[src/rtl/vga_timing_if.sv]
// Raster timing bundle from the timing generator to the display data processor.
// Latency: n/a (signal bundle only).
// Backpressure: none; the producer free-runs and the consumer samples every cycle.
//
// Signals: hs/vs sync levels, hen/ven active-area enables, frame_start pulse,
// and x/y active-area position when VGA_POS_OUT_EN is defined.
interface vga_timing_if;
    logic       hs;
    logic       vs;
    logic       hen;
    logic       ven;
    logic       frame_start;
`ifdef VGA_POS_OUT_EN
    logic [9:0] x;
    logic [9:0] y;

    modport master (output hs, vs, hen, ven, frame_start, x, y);
    modport slave  (input  hs, vs, hen, ven, frame_start, x, y);
`else
    modport master (output hs, vs, hen, ven, frame_start);
    modport slave  (input  hs, vs, hen, ven, frame_start);
`endif
endinterface

[src/rtl/vga_timing_gen.sv]
// 800x600@72Hz raster timing generator: hs, vs, hen, ven, frame_start (+ x/y).
// Latency: outputs are registered from the next state, so they change on the edge the state does.
// Backpressure: none; free-runs every pclk cycle, no handshake.
//
// Ports:
//   pclk  - pixel clock, all logic on the rising edge
//   rst   - synchronous active-high reset
//   vif   - vga_timing_if.master: hs, vs, hen, ven, frame_start, x, y
// Optional feature macro: VGA_POS_OUT_EN adds the x/y active-area position outputs.
// Every phase-length parameter must be >= 1.
module vga_timing_gen #(
    parameter int HSW    = 120,
    parameter int HBP    = 64,
    parameter int HACT   = 800,
    parameter int HFP    = 56,
    parameter int VSW    = 6,
    parameter int VBP    = 23,
    parameter int VACT   = 600,
    parameter int VFP    = 37,
    parameter int HS_POL = 1,
    parameter int VS_POL = 1
) (
    input  logic         pclk,
    input  logic         rst,
    vga_timing_if.master vif
);

    typedef enum logic [1:0] {H_SYNC, H_BP, H_ACT, H_FP} hstate_t;
    typedef enum logic [1:0] {V_SYNC, V_BP, V_ACT, V_FP} vstate_t;

    localparam logic [10:0] HSW_M1  = 11'(HSW - 1);
    localparam logic [10:0] HBP_M1  = 11'(HBP - 1);
    localparam logic [10:0] HACT_M1 = 11'(HACT - 1);
    localparam logic [10:0] HFP_M1  = 11'(HFP - 1);
    localparam logic [9:0]  VSW_M1  = 10'(VSW - 1);
    localparam logic [9:0]  VBP_M1  = 10'(VBP - 1);
    localparam logic [9:0]  VACT_M1 = 10'(VACT - 1);
    localparam logic [9:0]  VFP_M1  = 10'(VFP - 1);
    localparam logic        HS_ON   = (HS_POL != 0);
    localparam logic        VS_ON   = (VS_POL != 0);

    hstate_t     hstate, hstate_n;
    vstate_t     vstate, vstate_n;
    logic [10:0] hc, hc_n, h_len_m1;
    logic [9:0]  vc, vc_n, v_len_m1;
    logic        h_last, v_last, eol;

    logic        hs_q, vs_q, hen_q, ven_q, fs_q;
    logic        hs_d, vs_d, hen_d, ven_d, fs_d;

    always_ff @(posedge pclk) begin
        if (rst) begin
            hstate <= H_SYNC;
            vstate <= V_SYNC;
            hc     <= '0;
            vc     <= '0;
            hs_q   <= HS_ON;
            vs_q   <= VS_ON;
            hen_q  <= 1'b0;
            ven_q  <= 1'b0;
            fs_q   <= 1'b0;
        end else begin
            hstate <= hstate_n;
            vstate <= vstate_n;
            hc     <= hc_n;
            vc     <= vc_n;
            hs_q   <= hs_d;
            vs_q   <= vs_d;
            hen_q  <= hen_d;
            ven_q  <= ven_d;
            fs_q   <= fs_d;
        end
    end

    always_comb begin
        h_len_m1 = HSW_M1;
        hstate_n = hstate;
        case (hstate)
            H_SYNC:  h_len_m1 = HSW_M1;
            H_BP:    h_len_m1 = HBP_M1;
            H_ACT:   h_len_m1 = HACT_M1;
            default: h_len_m1 = HFP_M1;
        endcase
        h_last = (hc == h_len_m1);
        hc_n   = h_last ? 11'd0 : hc + 11'd1;
        if (h_last) begin
            case (hstate)
                H_SYNC:  hstate_n = H_BP;
                H_BP:    hstate_n = H_ACT;
                H_ACT:   hstate_n = H_FP;
                default: hstate_n = H_SYNC;
            endcase
        end

        // The vertical axis only moves at end of line (last cycle of H_FP).
        eol      = h_last && (hstate == H_FP);
        v_len_m1 = VSW_M1;
        vstate_n = vstate;
        case (vstate)
            V_SYNC:  v_len_m1 = VSW_M1;
            V_BP:    v_len_m1 = VBP_M1;
            V_ACT:   v_len_m1 = VACT_M1;
            default: v_len_m1 = VFP_M1;
        endcase
        v_last = (vc == v_len_m1);
        vc_n   = vc;
        if (eol) begin
            vc_n = v_last ? 10'd0 : vc + 10'd1;
            if (v_last) begin
                case (vstate)
                    V_SYNC:  vstate_n = V_BP;
                    V_BP:    vstate_n = V_ACT;
                    V_ACT:   vstate_n = V_FP;
                    default: vstate_n = V_SYNC;
                endcase
            end
        end

        // Decode from the next state so the registered outputs line up with it.
        hs_d  = (hstate_n == H_SYNC) ? HS_ON : ~HS_ON;
        vs_d  = (vstate_n == V_SYNC) ? VS_ON : ~VS_ON;
        hen_d = (hstate_n == H_ACT);
        ven_d = (vstate_n == V_ACT);
        // First pixel of the first active line; hc_n == 0 in H_ACT occurs once per line.
        fs_d  = hen_d && ven_d && (hc_n == 11'd0) && (vc_n == 10'd0);
    end

    assign vif.hs          = hs_q;
    assign vif.vs          = vs_q;
    assign vif.hen         = hen_q;
    assign vif.ven         = ven_q;
    assign vif.frame_start = fs_q;

`ifdef VGA_POS_OUT_EN
    logic [9:0] x_q, y_q;

    always_ff @(posedge pclk) begin
        if (rst) begin
            x_q <= '0;
            y_q <= '0;
        end else if (hen_d && ven_d) begin
            x_q <= 10'(hc_n);
            y_q <= vc_n;
        end else begin
            x_q <= '0;
            y_q <= '0;
        end
    end

    assign vif.x = x_q;
    assign vif.y = y_q;
`endif

endmodule

[src/flat_wrapper.sv]
// flat-port wrapper written by rule: the top's interface ports become plain ports
module vga_timing_gen_flat 
#(
    parameter int HSW    = 120,
    parameter int HBP    = 64,
    parameter int HACT   = 800,
    parameter int HFP    = 56,
    parameter int VSW    = 6,
    parameter int VBP    = 23,
    parameter int VACT   = 600,
    parameter int VFP    = 37,
    parameter int HS_POL = 1,
    parameter int VS_POL = 1
)
  (pclk, rst, vif_hs, vif_vs, vif_hen, vif_ven, vif_frame_start);
  vga_timing_if vif_i ();
  input  logic pclk;
  input  logic rst;
  output wire logic [$bits(vif_i.hs)-1:0] vif_hs;
  output wire logic [$bits(vif_i.vs)-1:0] vif_vs;
  output wire logic [$bits(vif_i.hen)-1:0] vif_hen;
  output wire logic [$bits(vif_i.ven)-1:0] vif_ven;
  output wire logic [$bits(vif_i.frame_start)-1:0] vif_frame_start;
  assign vif_hs = vif_i.hs;
  assign vif_vs = vif_i.vs;
  assign vif_hen = vif_i.hen;
  assign vif_ven = vif_i.ven;
  assign vif_frame_start = vif_i.frame_start;
  vga_timing_gen #(.HSW(HSW), .HBP(HBP), .HACT(HACT), .HFP(HFP), .VSW(VSW), .VBP(VBP), .VACT(VACT), .VFP(VFP), .HS_POL(HS_POL), .VS_POL(VS_POL)) u_core (.pclk(pclk), .rst(rst), .vif(vif_i));
endmodule
[config.mk]
export PLATFORM = sky130hd
export DESIGN_NAME = vga_timing_gen_flat
export DESIGN_NICKNAME = d
export VERILOG_FILES = /design/src/rtl/vga_timing_if.sv /design/src/rtl/vga_timing_gen.sv /design/src/flat_wrapper.sv
export SDC_FILE = /design/constraint.sdc
export NUM_CORES = 1
export LEC_CHECK = 0
export BUFFER_PORTS_ARGS = -buffer_cell sky130_fd_sc_hd__buf_2
export CORE_UTILIZATION = 30
export CTS_CLUSTER_DIAMETER = 50
export CTS_CLUSTER_SIZE = 14
export DETAILED_ROUTE_END_ITERATION = 8
export PLACE_DENSITY = 0.57
export SETUP_SLACK_MARGIN = 0.05
export SYNTH_ARGS = -nofsm -noshare
export SYNTH_HDL_FRONTEND = slang
export SYNTH_SLANG_ARGS = --single-unit
[constraint.sdc]
create_clock -name pclk -period 5 [get_ports pclk]
set_clock_uncertainty 0.05 [all_clocks]
set_input_delay 0.25 -clock pclk [delete_from_list [all_inputs] [get_ports pclk]]
set_output_delay 0.25 -clock pclk [all_outputs]
set_load 0.005 [all_outputs]
Word level (Yosys, flattened, before mapping)
Cells that the tools add are included.
- flip-flop bits (word level): 30
- output and inout bits: 5
- add/sub/neg operators: 2
- eq/ne operators: 9
- muxes and demuxes: 12
- reductions and logical operators: 10
- operators with widths (kind ; number):
    case mux 10 bit (3 select lines) ; 2
    2-to-1 mux 10 bit ; 2
    case mux 2 bit (3 select lines) ; 2
    adder 11 x 1 -> 11 bit, second input constant ; 1
    == test 11 x 10 -> 1 bit ; 1
    logical NOT 11 bit ; 1
    2-to-1 mux 11 bit ; 1
    adder 10 x 1 -> 10 bit, second input constant ; 1
    == test 10 bit ; 1
    == test 2 bit, second input constant ; 5
    logical NOT 10 bit ; 1
    logical NOT 2 bit ; 4
    2-to-1 mux 2 bit ; 3
    == test 2 x 1 -> 1 bit, second input constant ; 2
    logical AND 1 bit ; 4
    2-to-1 mux 1 bit ; 2

Depth between registers and ports, before layout
Gate-level depths: netlist of the first run.
- depth after elaboration: 9
- mapped depth: 10

Worst setup path before layout of the first run
OpenSTA, ideal clock, no wires.
- path kind: register to register
- from: register u_core.hstate[0]
- to: register u_core.fs_q, in the netlist u_core.vif.frame_start
- library setup time: 87 ps
- arrival: 2289 ps
- data required time: 4863 ps
- slack: 2574 ps
- cell stages (with the launch flop): 10
- clock period less this slack: 2426 ps
- path through: dfxtp_1 inv_1 ha_1 or4b_1 nand2_2 and3_4 o21ai_0 a21o_1 a2111o_1 nor4b_2
- word-level cells in the longest chain between the ends: 9
- elaborated cells on any way between the ends: 19
- classes of those cells: eq/ne (6); mux (6); reduce/logical (7)
- RTL lines (item ; RTL line ; text):
    start, declared ; vga_timing_gen.sv:42 ; hstate_t hstate, hstate_n;
    start signal, assigned ; vga_timing_gen.sv:63 ; hstate <= hstate_n;
    == test 2 bit, or another cell as far along ; vga_timing_gen.sv:78, vga_timing_gen.sv:87 ;
    case mux 10 bit (3 select lines) ; vga_timing_gen.sv:78 ; case (hstate)
    == test 11 x 10 -> 1 bit ; vga_timing_gen.sv:84 ; h_last = (hc == h_len_m1);
    logical AND 1 bit ; vga_timing_gen.sv:96 ; eol = h_last && (hstate == H_FP);
    2-to-1 mux 2 bit ; vga_timing_gen.sv:107 ; if (eol) begin
    == test 2 bit ; vga_timing_gen.sv:123 ; ven_d = (vstate_n == V_ACT);
    logical AND 1 bit (2 in series) ; vga_timing_gen.sv:125 ; fs_d = hen_d && ven_d && (hc_n == 11'd0) && (vc_n == 10'd0);
    logical AND 1 bit * ; vga_timing_gen.sv:125 ;
    end signal, assigned ; vga_timing_gen.sv:71 ; fs_q <= fs_d;
    end, declared ; vga_timing_gen.sv:48 ; logic hs_q, vs_q, hen_q, ven_q, fs_q;
Mark *: on every way between the ends. The rest lies on a longest branch, timed or not.
A chain may end at the register's enable or synchronous reset.

Final worst setup path of the first run
- from: register u_core.vstate[0]
- to: register u_core.fs_q, in the netlist u_core.vif.frame_start
- word-level cells in the longest chain between the ends: 9
- elaborated cells on any way between the ends: 15
- classes of those cells: eq/ne (4); mux (6); reduce/logical (5)
- RTL lines (item ; RTL line ; text):
    start, declared ; vga_timing_gen.sv:43 ; vstate_t vstate, vstate_n;
    start signal, assigned ; vga_timing_gen.sv:64 ; vstate <= vstate_n;
    == test 2 bit, or another cell as far along ; vga_timing_gen.sv:99, vga_timing_gen.sv:110 ;
    case mux 10 bit (3 select lines) ; vga_timing_gen.sv:99 ; case (vstate)
    == test 10 bit ; vga_timing_gen.sv:105 ; v_last = (vc == v_len_m1);
    2-to-1 mux 2 bit ; vga_timing_gen.sv:109 ; if (v_last) begin
    2-to-1 mux 2 bit ; vga_timing_gen.sv:107 ;
    == test 2 bit ; vga_timing_gen.sv:123 ;
    logical AND 1 bit (2 in series) ; vga_timing_gen.sv:125 ;
    logical AND 1 bit * ; vga_timing_gen.sv:125 ;
Marks and branches as above.

==> out/summary.txt, run 1 <==
status: finished clean
First-pass DRT Iterations: 4
final WL: 3660 microns
TritonCTS clock tree: done
worst slack, placed: 2090 ps
Setup Buffers After CTS: 0
I/O pins: 7
share of flip-flops with an asynchronous set or reset: 0
synthesis-to-layout area growth: 9.07%
RSZ-0062 raised after global routing: no
largest net degree at the start of global routing: 20
Syn. warnings: 0
Final setup viols: 0
Unique masters post-synth: 50
FILL cells: 583
Pleak: 0.744 nW
first-pass GRT wire length: 6400 microns
total CTS buffers: 5
CTS root buf: clkbuf_8
post-synthesis net count: 232
max-slew violation count: 0
share of the yosys chip area belonging to registers: 0.335
synthesis-stage register bit count: 30
CP Capture Type: flop
crit path DAT: 3090 ps
crit share post-route: 0.585
Max transition margin: 0.463
highest clock rate: 0.342 GHz
Synth Instances: 219
GRT overflow: 0
worst endpoint required time: 5170 ps
Die Y: 79.3 microns
CORE AREA: 0.00564 sq mm
Post-Syn Area: 0.00179 sq mm
clock sinks: 30
Pwr Density: 251 mW/mm^2
Worst-path clk slew: 70 ps
initial antenna violation count: 0
most common library cell in the layout ignoring fill and taps: nor2_1
CTS resizes: 0
Setup Crit Path Kind: reg -> reg
die footprint: 0.00629 sq mm
Worst Tran Pin Value: 803 ps
Finished Layout Cells: 292
most frequent cells in the layout: nor2_1 (33), dfxtp_1 (30), nand2_1 (16)
Setup crit start kind: flop
Die X: 79.3 microns
placed instance count: 284
total negative setup slack: 0 ps
final hold violation count: 0
Vias per Instance: 4.85
initial DRC count: 109
# rows: 27
mean routed wirelength per cell: 12.5 microns
Max-Cap Viols: 0
residual DRC count: 0
ratio of cells with drive above 1 in the final layout: 0.0955
Routed Antenna Nets: 0
vias post-DR: 1415
Nets: 232
mean area per synthesized cell: 8.19 sq um
Placer Congestion: 0.842
clk buf depth: 2
CP max FO: 14
CTS HTree Levels: 2
Min-Delay Path Class: in -> reg
Diodes inserted: 0
fin worst setup slack: 2080 ps
vias in the first global route: 1378
Initial Util: 0.318
Buffers on Ports: 6
Detailed Place HPWL: 2570 microns
ys flop type: dfxtp_1
Post-synth EDFFs: 0
min Tclk post-route: 2920 ps
clock latency on the worst-skew pair: 290 ps
maximum vdd drop: 0.166 mV
Total Routing Usage GR: 0.132
cts-stage hold buffer count: 0
-- logic make-up after synthesis --
kind of cell             Yosys count  share of synthesized area
XOR/XNOR                          17                     0.0830
multiplexers                       3                     0.0181
adder cells (fa/ha/maj)           11                     0.0768
flip-flops                        30                      0.335
AO/OA/AOI/OAI                     38                      0.124
buffers and inverters             18                     0.0481
AND/OR/NAND/NOR                  102                      0.315
-- sequential cells by signal, summed over array words and instances (netlist names) --
name,count
u_core.hc,11
u_core.vc,10
u_core.hstate,2
u_core.vstate,2
u_core.vif.frame_start,1
u_core.vif.hen,1
u_core.vif.hs,1
u_core.vif.ven,1
u_core.vif.vs,1
-- path summary, 6_finish.rpt --
check                   startpoint                endpoint  slack, ps  cells past startpoint
hold reg to reg       u_core.hc[0]            u_core.hc[0]        430                      1
setup reg to reg  u_core.vstate[0]  u_core.vif.frame_start       2080                      9
setup / recovery  u_core.vstate[0]  u_core.vif.frame_start       2080                      9
hold / removal                 rst            u_core.vc[5]        300                      2
-- layout make-up --
class / instances / area [sq um] / area share
Clock buffer: 8 / 110 / 0.0563
Inverter: 5 / 18.8 / 0.00960
Multi-Input combinational cell: 171 / 1110 / 0.566
Sequential cell: 30 / 601 / 0.307
Tap cell: 72 / 90.1 / 0.0461
Timing Repair Buffer: 6 / 30.0 / 0.0154
-- routing by layer --
| metal | GRT usage | wire length (microns) | vias up |
|---|---|---|---|
| met3 | 0.0287 | 123 | 7 |
| met4 | 0.0709 | 84 | 0 |
| met1 | 0.171 | 1840 | 634 |
| met5 | 0 | 0 | - |
| met2 | 0.203 | 1620 | 23 |
| li1 | - | - | 751 |
-- critical path, cell delays in order (launching register included) --
cell	delay (ps)
dfxtp_1	400
inv_1	90
ha_1	330
nor3_1	200
o22ai_1	100
nor2_1	640
nor4b_4	380
o21ai_1	90
a2111o_1	360
nor4b_2	200
-- Yosys cell counts (all sizes together), types with 2 or more instances --
cell / n / area (sq um)
clkbuf: 4 / 15.0
and2: 3 / 18.8
a21o: 2 / 15.0
nor2: 33 / 124
inv: 5 / 18.8
a21oi: 14 / 70.1
and3: 10 / 67.6
xnor2: 10 / 87.6
nor2b: 4 / 25.0
o21ai: 13 / 65.1
nand3b: 3 / 22.5
nand2: 17 / 66.3
nand3: 8 / 52.6
nor4b: 4 / 56.3
nor3: 7 / 35.0
xor2: 7 / 61.3
mux2: 2 / 22.5
buf: 9 / 52.6
nand4: 3 / 18.8
dfxtp: 30 / 601
ha: 11 / 138
or3: 2 / 12.5
-- metrics by stage --
stage / total power [mW] / util / hold slack, ps / cell area, sq um
global route: 0.506 / 0.347 / 323 / 1960
CTS: 0.494 / 0.347 / 304 / 1960
detailed placement: 0.257 / 0.327 / 411 / 1850
global placement: 0.258 / 0.327 / 402 / 1850
floorplan: 0.255 / - / 379 / 1790
finish: 0.490 / 0.347 / 302 / 1960
-- power breakdown --
group          internal [mW]  switching, mW  total [mW]
Clock                  0.139         0.0990       0.238
Sequential             0.241        0.00196       0.243
Combinational        0.00335        0.00575     0.00910
Total                  0.383          0.107       0.490
Note: power is estimated with default switching activity, not from simulation.
==> inputs of run 2 (changes only) <==
--- a/config.mk
+++ b/config.mk
@@ -10,7 +10,7 @@
 export CTS_CLUSTER_DIAMETER = 50
 export CTS_CLUSTER_SIZE = 14
 export DETAILED_ROUTE_END_ITERATION = 8
-export PLACE_DENSITY = 0.57
+export PLACE_DENSITY = 0.58
 export SETUP_SLACK_MARGIN = 0.05
 export SYNTH_ARGS = -nofsm -noshare
 export SYNTH_HDL_FRONTEND = slang
==> constraint.sdc (replaced) <==
create_clock -name pclk -period 2.4 [get_ports pclk]
set_clock_uncertainty 0.05 [all_clocks]
set_input_delay 0.12 -clock pclk [delete_from_list [all_inputs] [get_ports pclk]]
set_output_delay 0.12 -clock pclk [all_outputs]
set_load 0.005 [all_outputs]
==> run 2 against run 1 <==
The run now ends with setup timing left. Global-route usage up 1.1 points. Core utilization up 6.3 points. Critical path depth up 1. Worst setup slack worse by 2100 ps. Cell count up 12%. Die area unchanged. Combinational power rose to 2.6 times the previous value. Wire length up 14%. First-iteration DRC count down 11%. Fmax up 20%. Clock power up 65%.
==> out/summary.txt, run 2 (same netlist as run 1, synthesis figures left out) <==
status: finished with violations
failing checks: setup timing
max FFs per register: 11 (unchanged)
Min-Delay Path Class: in -> reg
Nets: 268 (+16%)
final WL: 4170 microns (+14%)
Die X: 79.3 microns (unchanged)
Hold Startpoint: rst
FILL cells: 574 (-1.5%)
fin worst setup slack: -35.7 ps (-2110 ps)
most common library cell in the layout ignoring fill and taps: buf_4
first-pass GRT wire length: 6860 microns (+7.2%)
Max-Cap Viols: 0 (unchanged)
Final setup viols: 1 (+1)
Initial Util: 0.318 (unchanged)
min Tclk post-route: 2440 ps (-488 ps)
clk buf depth: 2 (unchanged)
clock sinks: 30 (unchanged)
Routed Antenna Nets: 0 (unchanged)
TritonCTS clock tree: done
initial DRC count: 97 (-11%)
final hold violation count: 0 (unchanged)
GRT overflow: 0 (unchanged)
hold path depth: 2 (unchanged)
Total Routing Usage GR: 0.143 (+0.0108)
RSZ-0062 raised after global routing: yes
Max transition margin: 0.745 (+0.283)
maximum vdd drop: 0.314 mV (+88%)
clock latency on the worst-skew pair: 280 ps (about the same)
worst slack, placed: -81.5 ps (-2180 ps)
final total power: 0.920 mW (+88%)
Die Y: 79.3 microns (unchanged)
total negative setup slack: -35.7 ps (-35.7 ps)
die footprint: 0.00629 sq mm (unchanged)
crit path DAT: 2590 ps (-500 ps)
Hold Path Sink: u_core.vc[8]
synthesis-to-layout area growth: 29.0%
CTS HTree Levels: 2 (unchanged)
Setup crit start kind: flop
reg2reg end: u_core.vif.frame_start
highest clock rate: 0.411 GHz (+20%)
Placer Congestion: 0.864 (+2.6%)
First-pass DRT Iterations: 4 (unchanged)
Pleak: 0.948 nW (+27%)
placed instance count: 314 (+11%)
initial antenna violation count: 0 (unchanged)
Setup Crit Path Kind: reg -> reg
Vias per Instance: 4.83 (-0.29%)
total CTS buffers: 5 (unchanged)
CP max FO: 4 (-10)
R2R cell count: 10 (+1)
Worst Tran Pin Value: 382 ps (-421 ps)
Biggest register: u_core.hc
most frequent cells in the layout: buf_4 (34), nor2_1 (31), dfxtp_1 (28)
I/O pins: 7 (unchanged)
biggest regs: u_core.hc: 11 flops, u_core.vc: 10 flops
crit share post-route: 1.01 (+0.430)
worst endpoint required time: 2550 ps (-2620 ps)
storage element area: 606 sq um (+0.83%)
R2R Setup Slk: -40 ps (-2110 ps)
vias in the first global route: 1497 (+8.6%)
CORE AREA: 0.00564 sq mm (unchanged)
Worst-path clk slew: 60 ps (about the same)
Diodes inserted: 0 (unchanged)
Post-DP Area: 0.00207 sq mm (+12%)
CTS root buf: clkbuf_8
mean routed wirelength per cell: 12.8 microns (+1.7%)
ratio of cells with drive above 1 in the final layout: 0.286 (+0.191)
max-slew violation count: 0 (unchanged)
Pwr Density: 398 mW/mm^2 (+59%)
CP Capture Type: flop
residual DRC count: 0 (unchanged)
area of the multi-input gates: 0.00119 sq mm (+7.8%)
Final Cell Area: 0.00231 sq mm (+18%)
Finished Layout Cells: 327 (+12%)
# rows: 27 (unchanged)
Detailed Place HPWL: 2970 microns (+16%)
Worst R2R Start: u_core.hstate[0]
largest net degree at the start of global routing: 20 (unchanged)
Buffers on Ports: 6 (unchanged)
vias post-DR: 1580 (+12%)
cts-stage hold buffer count: 0 (unchanged)
==> run 2: cell count changes in the layout (fill, tap and decap cells not counted), sizes merged <==
| cell | previous run | this run |
|---|---|---|
| buf | 6 | 42 |
| clkbuf | 8 | 5 |
| clkinv | 0 | 2 |
==> run 2: cell type report <==
class                           instances  share of cell area
Multi-Input combinational cell        171               0.515
Sequential cell                        30               0.262
Timing Repair Buffer                   42               0.141
Tap cell                               72              0.0389
Clock buffer                            5              0.0297
Inverter                                5             0.00919
Clock inverter                          2             0.00433
==> run 2: per-layer routing <==
metal	up-vias	share of wire	GRT usage
li1	825	-	-
met4	0	0.014	0.0600
met5	-	0	0
met1	722	0.50	0.185
met2	26	0.46	0.228
met3	7	0.034	0.0299
==> run 2: how the worst max path moves through the flow <==
stage / endpoint / slack (ps) / start
CTS: u_core.vif.frame_start / 10 / u_core.hstate[0]
global route: u_core.vif.frame_start / -180 / u_core.hstate[0]
floorplan: u_core.vif.frame_start / 40 / u_core.hstate[0]
finish: u_core.vif.frame_start / -40 / u_core.hstate[0]
global placement: u_core.vif.frame_start / -40 / u_core.hstate[1]
detailed placement: u_core.vif.frame_start / -80 / u_core.hstate[1]
==> run 2: critical path, cell delays in order (launching register included) <==
cell      delay, ps
dfxtp_2         360
inv_4            60
ha_4            150
or4b_4          490
nand2_4          90
buf_12          100
nand4_1         150
mux2_4          260
o21ai_2          50
a2111o_1        350
nor4b_2         230
==> run 2: repair_timing <==
item                       4_1_cts  5_1_grt
gates resized for setup          5       18
buffers inserted                 1        5
setup endpoints to repair        1        3
pin swaps                        4        7
==> run 2: report_power, final <==
| part | leakage (nW) | internal (mW) | switching, mW |
|---|---|---|---|
| combinational | 0.661 | 0.0106 | 0.0132 |
| clock | 0.0438 | 0.194 | 0.198 |
| sequential | 0.244 | 0.501 | 0.00382 |
==> run 2: through the flow <==
step,utilization,hold slack [ps]
after CTS,0.387,178
after floorplan,-,354
final,0.410,177
after detailed placement,0.367,450
after global routing,0.410,215
after global placement,0.367,450
